`config.mk`:
```
export PLATFORM = sky130hd
export DESIGN_NAME = right_shift_unit
export DESIGN_NICKNAME = d
export VERILOG_FILES = /design/src/rtl/right_shift_unit.sv
export SDC_FILE = /design/constraint.sdc
export NUM_CORES = 1
export LEC_CHECK = 0
export CORE_MARGIN = 2
export CORE_UTILIZATION = 44
export DETAILED_ROUTE_END_ITERATION = 8
export GPL_TIMING_DRIVEN = 0
export PLACE_DENSITY = 0.77
export SLEW_MARGIN = 20
export SYNTH_ARGS = -nofsm -noshare
export SYNTH_HDL_FRONTEND = slang
export SYNTH_SLANG_ARGS = --single-unit
```
`constraint.sdc`:
```
create_clock -name clk -period 1.47 [get_ports clk]
set_clock_uncertainty 0.1 [all_clocks]
set_input_delay 0.147 -clock clk [delete_from_list [all_inputs] [get_ports clk]]
set_output_delay 0.147 -clock clk [all_outputs]
set_load 0.01 [all_outputs]
```
`src/rtl/right_shift_unit.sv`:
```
// right_shift_unit: sequential right-shift engine.
// Shifts one WIDTH-bit operand right by one bit per clock in logical,
// arithmetic or rotate mode. It returns the shifted result and the last
// bit shifted out.
//
// State table
//   state | meaning
//   IDLE  | waiting for a request, in_ready=1
//   SHIFT | shifting one bit per cycle, cnt holds the remaining count
//   DONE  | result valid on r/cout, held until out_ready
//
// Ports
//   clk        sole clock
//   rst_n      asynchronous active-low reset
//   in_valid   request present
//   in_ready   block can accept a request (state==IDLE)
//   a          operand, sampled on accept
//   amt        shift count 0..WIDTH-1, sampled on accept
//   mode       00 logical, 01 arithmetic, 10 rotate, 11 logical
//   out_valid  result valid (state==DONE)
//   out_ready  consumer takes the result
//   r          result (shift register, intermediate values during SHIFT)
//   cout       last bit shifted out, 0 when amt==0
//   busy       state!=IDLE
module right_shift_unit #(
    parameter int WIDTH = 8,
    parameter int SHW   = $clog2(WIDTH)
) (
    input  logic             clk,
    input  logic             rst_n,
    input  logic             in_valid,
    output logic             in_ready,
    input  logic [WIDTH-1:0] a,
    input  logic [SHW-1:0]   amt,
    input  logic [1:0]       mode,
    output logic             out_valid,
    input  logic             out_ready,
    output logic [WIDTH-1:0] r,
    output logic             cout,
    output logic             busy
);

    typedef enum logic [1:0] {
        IDLE  = 2'd0,
        SHIFT = 2'd1,
        DONE  = 2'd2
    } state_t;

    state_t           state;
    state_t           state_nxt;
    logic [WIDTH-1:0] sh;
    logic [WIDTH-1:0] sh_shifted;
    logic [SHW-1:0]   cnt;
    logic [1:0]       md;
    logic             cout_q;
    logic             fill;
    logic             accept;

    assign accept = in_valid && in_ready;

    // Bit entering at the MSB. Mode 11 falls into the default and
    // therefore behaves exactly as logical.
    always_comb begin
        fill = 1'b0;
        case (md)
            2'b01:   fill = sh[WIDTH-1];
            2'b10:   fill = sh[0];
            default: fill = 1'b0;
        endcase
        sh_shifted = {fill, sh[WIDTH-1:1]};
    end

    always_ff @(posedge clk or negedge rst_n) begin
        if (!rst_n) begin
            state <= IDLE;
        end else begin
            state <= state_nxt;
        end
    end

    always_comb begin
        state_nxt = state;
        case (state)
            IDLE: begin
                if (accept) begin
                    state_nxt = (amt != '0) ? SHIFT : DONE;
                end
            end
            SHIFT: begin
                if (cnt == SHW'(1)) begin
                    state_nxt = DONE;
                end
            end
            DONE: begin
                if (out_ready) begin
                    state_nxt = IDLE;
                end
            end
            default: state_nxt = IDLE;
        endcase
    end

    always_comb begin
        in_ready  = (state == IDLE);
        out_valid = (state == DONE);
        busy      = (state != IDLE);
    end

    always_ff @(posedge clk or negedge rst_n) begin
        if (!rst_n) begin
            sh     <= '0;
            cnt    <= '0;
            md     <= 2'b00;
            cout_q <= 1'b0;
        end else begin
            case (state)
                IDLE: begin
                    if (accept) begin
                        sh     <= a;
                        cnt    <= amt;
                        md     <= mode;
                        cout_q <= 1'b0;
                    end
                end
                SHIFT: begin
                    sh     <= sh_shifted;
                    cout_q <= sh[0];
                    cnt    <= cnt - SHW'(1);
                end
                default: ;
            endcase
        end
    end

    assign r    = sh;
    assign cout = cout_q;

endmodule

```
Yosys cells after proc, flatten, opt, wreduce, memory -nomap -nowiden
Index checks and enable logic that the tools add are counted.
{ "totals": {"regBits": 16, "elab_cells": 37, "in_bits": 17} }
{ "classes": {"n_reduce_logical": 9, "n_addsub": 1, "mux": 12, "eq_ne": 9} }
{ "op_table": {"columns": ["operator", "n"], "rows": [
  ["$pmux 8 s2", 1],
  ["$mux 2", 4],
  ["$mux 8", 1],
  ["$pmux 2 s3", 1],
  ["$pmux 3 s2", 1],
  ["$reduce_and 3->1", 2],
  ["$eq 2x1->1 const B", 2],
  ["$eq 2x2->1 const B", 2],
  ["$ne 2x1->1 const B", 2],
  ["$ne 2x2->1 const B", 2],
  ["$pmux 1 s2", 2],
  ["$reduce_and 2->1", 2],
  ["$reduce_bool 2->1", 2],
  ["$eq 3x1->1 const B", 1],
  ["$mux 3", 1],
  ["$reduce_bool 3->1", 1],
  ["$sub 3x1->3 const B", 1],
  ["$logic_not 2->1", 1],
  ["$logic_and 1x1->1", 1],
  ["$mux 1", 1]
]} }

Longest topological paths before layout
{ "logic_depth": {"depth_word": 4, "mapped_depth": 5} }

Worst setup path before layout
OpenSTA, ideal clock, no wires.
{ "synth_path": {"path_type": "register -> register", "from": "register state[1]", "to": "register md[0]", "n_path_buf": 0, "period_less_slack_ps": 1273, "required_ps": 1242, "setup_ps": 128, "path_slack_ps": 197, "path_stages_with_launch": 3, "arrival_ps": 1045, "cell_sequence": "dfrtp_1 > nor3b_4 > mux2_1"} }
{ "synth_via": {"elab_chain_cells": 3} }
{ "synth_rtl": {"columns": ["item", "line_no", "source"], "rows": [
  ["start, declared", "49", "state_t state;"],
  ["start signal, assigned", "77", "state <= state_nxt;"],
  ["$logic_not 2->1 *", "104, 116", null],
  ["$logic_and 1x1->1", "59", "assign accept = in_valid && in_ready;"],
  ["$reduce_and 2->1 (no source line) *", null, null],
  ["end signal, assigned", "121", "md <= mode;"],
  ["end, declared", "54", "logic [1:0] md;"]
]} }
Mark *: on every way between the ends. The rest lies on a longest branch, timed or not.
A chain may end at the register's enable or synchronous reset.

Final worst setup path
{ "layout_path": {"from": "register state[0]", "to": "output port out_valid"} }
{ "layout_via": {"elab_chain_cells": 1} }
{ "layout_rtl": {"columns": ["item", "line_no", "source"], "rows": [
  ["$eq 2x2->1", "105", "out_valid = (state == DONE);"],
  ["end, declared", "36", "output logic out_valid,"]
]} }
Every way passes these cells.

==> impl_metrics.ini <==
[setup_path]
cp-start-kind = flop
worstPathBufferInverterCount = 3
crit_required_ns = 1.22
arrival_ns = 1.20
crit_chain = buf_4 > buf_6 > nor2b_4 > buf_6
cpPeakStageDelay_ns = 0.40
critical_path.top_delay_family = flip-flops
reg2reg_to = md[0]
cp_max_fo = 10
crit_top_cell = buf_6
crit_start = state[0]
r2r_start = state[0]
rr_worst_depth = 3
reg2reg_setup_slack_ns = 0.08
worstSetupPathDepth = 4
cp-end-kind = primary output
worstSetupEndpoint = out_valid
crit_type = flop to primary output
slowest_stage = dfrtp_1

[clock_tree]
cts_hold_buf = 0
htreeDepth = 1
insertion_delay_ns = 0.28
cts-root-buf = clkbuf_4
cts_buffer_depth = 2
cts_buffers = 3
cts_sinks = 16
clk_pin_slew_worst_paths_ns = 0.10
cts_tree = yes

[floorplan]
die_y_microns = 48.6
row_count = 16
die_w_microns = 48.6
initial_core_util_pct = 45.6
die_area_sq_mm = 0.00236
io_pins = 29
core_sq_mm = 0.00192

[layout]
nets = 146
fillers = 168
post-route-util_pct = 66.7
drive_gt1_share_pct = 18.3
diodes = 0
area_growth_pct = 46.3
stdcell_count = 153

[synthesis]
syn-cell-area_sq_um = 876
ys_seq_area_share_pct = 45.7
yosysTopAreaCell = dfrtp_1
synth_area_leaders = dfrtp_1, a31oi_1, o21ai_1
synth_common_cells = dfrtp_1, nand2_1, o21ai_1
synth_flop_cell = dfrtp_1
synth_most_common_cell = dfrtp_1
synth_seq_cells = 16
synth_edf_count = 0
postSynthAreaPerCell_sq_um = 9.73
synth_cells = 90
synth_top_area_share_pct = 45.7
synth_async_sr_flop_share_pct = 100
ys_warn_count = 0
synth_fp_nets = 109
synthDistinctLibCells = 28

[placement]
dpl.hpwl_microns = 1450
dpl.cell_count = 145
place_congestion = 0.704
place_ws_ns = -0.130
io_buffers = 28

[timing]
whs_ns = 0.199
hold_viol = 0
fin_crit_ns = 1.45
setup_violations = 0
clock.fmax_mhz = 690
fin_crit_sh_pct = 98.5
worst_slew_pin_slew_ns = 0.746
slew_headroom_pct = 50.1
rsz0062_at_grt = yes
setup_ws_ns = 0.0213
drv_slew = 0

[routing]
vias = 795
wire_per_inst_microns = 13.4
final_antenna_net_count = 0
dr.pass1.iters = 4
wl_microns = 2040
drtIter0Drc = 5
viasPerCell = 5.20
drc = 0

[global_route]
grt_pass1_wl_microns = 3330
grt_pass1_vias = 766
antenna_found_initial = 0
grt_use_total_pct = 18.1
grt.overflow.total = 0
grt_start_max_net_pins = 17

[power_and_ir_drop]
p_leak_nw = 0.635
ir_drop_uv = 984
p_per_area_mw_per_mm2 = 1900

[min_path]
hold_path_class = input port to asynchronous set/reset pin

[run_status]
status = completed

[flow_run]
drv_cap = 0
==> kinds of logic (layout without fill, tap and decap cells) <==
kind of cell	after synthesis	after routing	share of synthesized area [%]
AOI/OAI and AO/OA	27	27	19.9
adders and majority gates	2	2	2.86
and+or+nand+nor	33	33	22.6
buffers and inverters	10	46	6.43
DFF	16	16	45.7
muxes	2	2	2.57
==> through the flow <==
stage	setup TNS, ns	instance area (sq um)	power [mW]
finish	0	1280	2.43
global route	-0.0302	1280	2.62
CTS	0	1250	2.44
detailed placement	-0.561	1190	2.10
global placement	-0.466	1190	2.06
floorplan	0	876	1.57
==> flip-flops by register name, indices dropped and copies added (netlist names) <==
name,count
cout,1
cnt,3
md,2
r,8
state,2
==> final cells by class <==
cell class	instances	area, sq um	area share [%]
tap	27	33.8	2.64
buffer	5	43.8	3.42
clock buffer	4	36.3	2.83
timing repair buffer	32	318	24.8
multi-input combinational	64	429	33.5
inverter	5	18.8	1.46
sequential	16	402	31.3
==> repair_timing <==
action	4_1_cts	5_1_grt
resized for setup	14	11
setup endpoints to repair	5	10
setup buffers	2	2
==> routing by layer <==
layer  track usage (%)  routed length (microns)
met5                 0                        0
met4              7.14                       21
met3              4.63                       99
met2              30.6                     1010
met1              21.9                      914
==> power breakdown <==
group | total, mW | switching (mW) | internal (mW)
Sequential | 0.798 | 0.149 | 0.649
Combinational | 1.34 | 0.634 | 0.710
Clock | 0.288 | 0.138 | 0.151
Total | 2.43 | 0.921 | 1.51
==> worst min-delay path by stage <==
| stage | start | endpoint | slack (ns) | depth (start not counted) |
|---|---|---|---|---|
| finish | rst_n | state[0] | 0.20 | 1 |
| global route | rst_n | state[0] | 0.24 | 1 |
| CTS | rst_n | state[0] | 0.22 | 1 |
| detailed placement | cout | cout | 0.40 | 1 |
| global placement | cnt[1] | cnt[1] | 0.38 | 2 |
| floorplan | rst_n | cnt[0] | -0.25 | 0 |
==> placed cells by master (no fill, tap or decap), drive strengths merged <==
master,n
clkdlybuf4s50,17
dfrtp,16
nand2,10
o21ai,10
buf,10
a31oi,9
and2,7
dlymetal6s2s,7
clkbuf,6
inv,5
nand2b,4
nor2b,4
mux2,2
ha,2
nor2,2
nor3b,2
a21oi,2
o21bai,1
a2bb2oi,1
nor3,1
o211ai,1
nand3b,1
a32o,1
a211oi,1
and3b,1
a22o,1
or3b,1
dlygate4sd2,1
No activity file was read; power rests on OpenSTA's default activity.
==> patch (same settings) <==
Change the parameter `WIDTH` from 8 to 16.
--- a/src/rtl/right_shift_unit.sv
+++ b/src/rtl/right_shift_unit.sv
@@ -23,7 +23,7 @@
 //   cout       last bit shifted out, 0 when amt==0
 //   busy       state!=IDLE
 module right_shift_unit #(
-    parameter int WIDTH = 8,
+    parameter int WIDTH = 16,
     parameter int SHW   = $clog2(WIDTH)
 ) (
     input  logic             clk,
Ports: changed (resized a, amt and r); port bits go from 29 to 46. No check against the original RTL was run, so the function may have changed too.
==> patch against the original RTL <==
The run now ends with design-rule violations, negative setup slack left. Final area grew 60%. Synthesized area is 50% higher. Sequential power rose by 52%. Wire length up 88%. Register-to-register slack worse by 0.19 ns. Global-route usage is 4.1 points higher. Sequential cell count grew 9. Worst setup slack worse by 0.14 ns. Die area grew 46%. Largest cell class is now buffers. Power rose by 53%. Sequential share of layout area is 0.79 points lower.
==> patch: results (changes against the original RTL) <==
* Commonest cells in the netlist: 25 x dfrtp_1, 18 x nand2_1, 16 x o21ai_0, 15 x a21oi_1, 11 x and3b_1
* Clk pwr share at 0.084 (-0.035)
* Top Consumer: combinational cells
* Crit-path max cell delay at 0.42 ns (+0.02 ns)
* Final setup viols at 1 (+1)
* Top delay family on crit path: simple AND/OR/NAND/NOR gates
* Vias/cell at 5.50 (+5.8%)
* PD cells at 1820 nW/µm² (-4.0%)
* Largest net degree at the start of global routing at 26 (+9)
* Area of the multi-input gates at 653 µm² (+52%)
* Fillers at 212 (+26%)
* Gr usage total at 0.221 (+0.0405)
* Placed instance area at 1800 µm² (+51%)
* Hold WC Path Type: input port to register
* DP Cell Count at 215 (+48%)
* Wire length per cell at 15.7 µm (+18%)
* First-pass GRT wire length at 5840 µm (+76%)
* Worst Max-Slew Pin Slew at 0.571 ns (-0.175 ns)
* HPWL after DPL at 2600 µm (+79%)
* Clock insertion delay at the later pin of the skew report at 0.32 ns (+0.04 ns)
* Worst slack at placement at -0.168 ns (-0.0384 ns)
* Critical R2R Launch: cnt[1]
* Reg clk slew, reported paths at 0.14 ns (+0.04 ns)
* Port-buffer cells at 44 (+57%)
* Drt drc at 4 (+4)
* Status: finished with violations
* Vias in the first global route at 1298 (+69%)
* Largest fanout on the critical path at 2 (-8)
* Violated checks: design-rule violations, negative setup slack
* Top post-synthesis cells by area: dfrtp_1 47%, and3b_1 7.3%, o21ai_0 6.1%
* Register area share after synthesis at 0.475 (+0.0177)
* TritonRoute pass-1 iters at 6 (+2)
* CP Capture Point: state[1]
* Leakage at 1.00 nW (+58%)
* Number of flip-flops in the largest register at 16 (+8)
* Layout cells sized above 1 at 0.249 (+0.0663)
* Setup TNS at -0.115 ns (-0.115 ns)
* Synth cell types at 27 (-3.6%)
* Adder-cell share of the synthesized area at 0.0190 (-0.00958)
* Post CTS Setup Buffer Count at 16 (+14)
* Crit path kind: register to register
* WP data arrival at 1.74 ns (+0.54 ns)
* Synth Area in Compound Gates at 0.219 (+0.0208)
* Initial DRC count at 82 (+77)
* Max IR drop VDD at 0.00113 V (+15%)
* Fin worst setup slack at -0.115 ns (-0.136 ns)
* Post-synthesis mux area share at 0.0171 (-0.00862)
* Crit path max-delay cell type: dfrtp_1
* Routability congestion estimate at 0.856 (+22%)
* Syn nets at 168 (+54%)
* Initial antenna violation count at 0 (unchanged)
* Final non-filler cell total at 244 (+59%)
* Synth Instances at 140 (+56%)
* R2R cell count at 5 (+2)
==> patch: layout make-up <==
cell class	count	area share
buffer	11	0.0385
clock buffer	3	0.0110
clock inverter	1	0.00244
inverter	6	0.0110
multi-input combinational	98	0.319
sequential	25	0.306
tap	31	0.0189
timing repair buffer	69	0.293
==> patch: worst min-delay path by stage <==
| stage | from | to | cells after the start | slack, ns |
|---|---|---|---|---|
| CTS | in_valid | r[2] | 4 | 0.15 |
| floorplan | rst_n | cnt[0] | 0 | -0.25 |
| finish | in_valid | r[14] | 4 | 0.14 |
| detailed placement | cout | cout | 2 | 0.39 |
| global route | in_valid | r[14] | 4 | 0.16 |
| global placement | cout | cout | 2 | 0.37 |
==> patch: routing by layer <==
| metal | GRT usage | vias up | share of wire |
|---|---|---|---|
| met4 | 0.0649 | 0 | 0.0065 |
| li1 | - | 643 | - |
| met1 | 0.279 | 649 | 0.42 |
| met5 | 0 | - | 0 |
| met3 | 0.0352 | 4 | 0.054 |
| met2 | 0.389 | 45 | 0.52 |
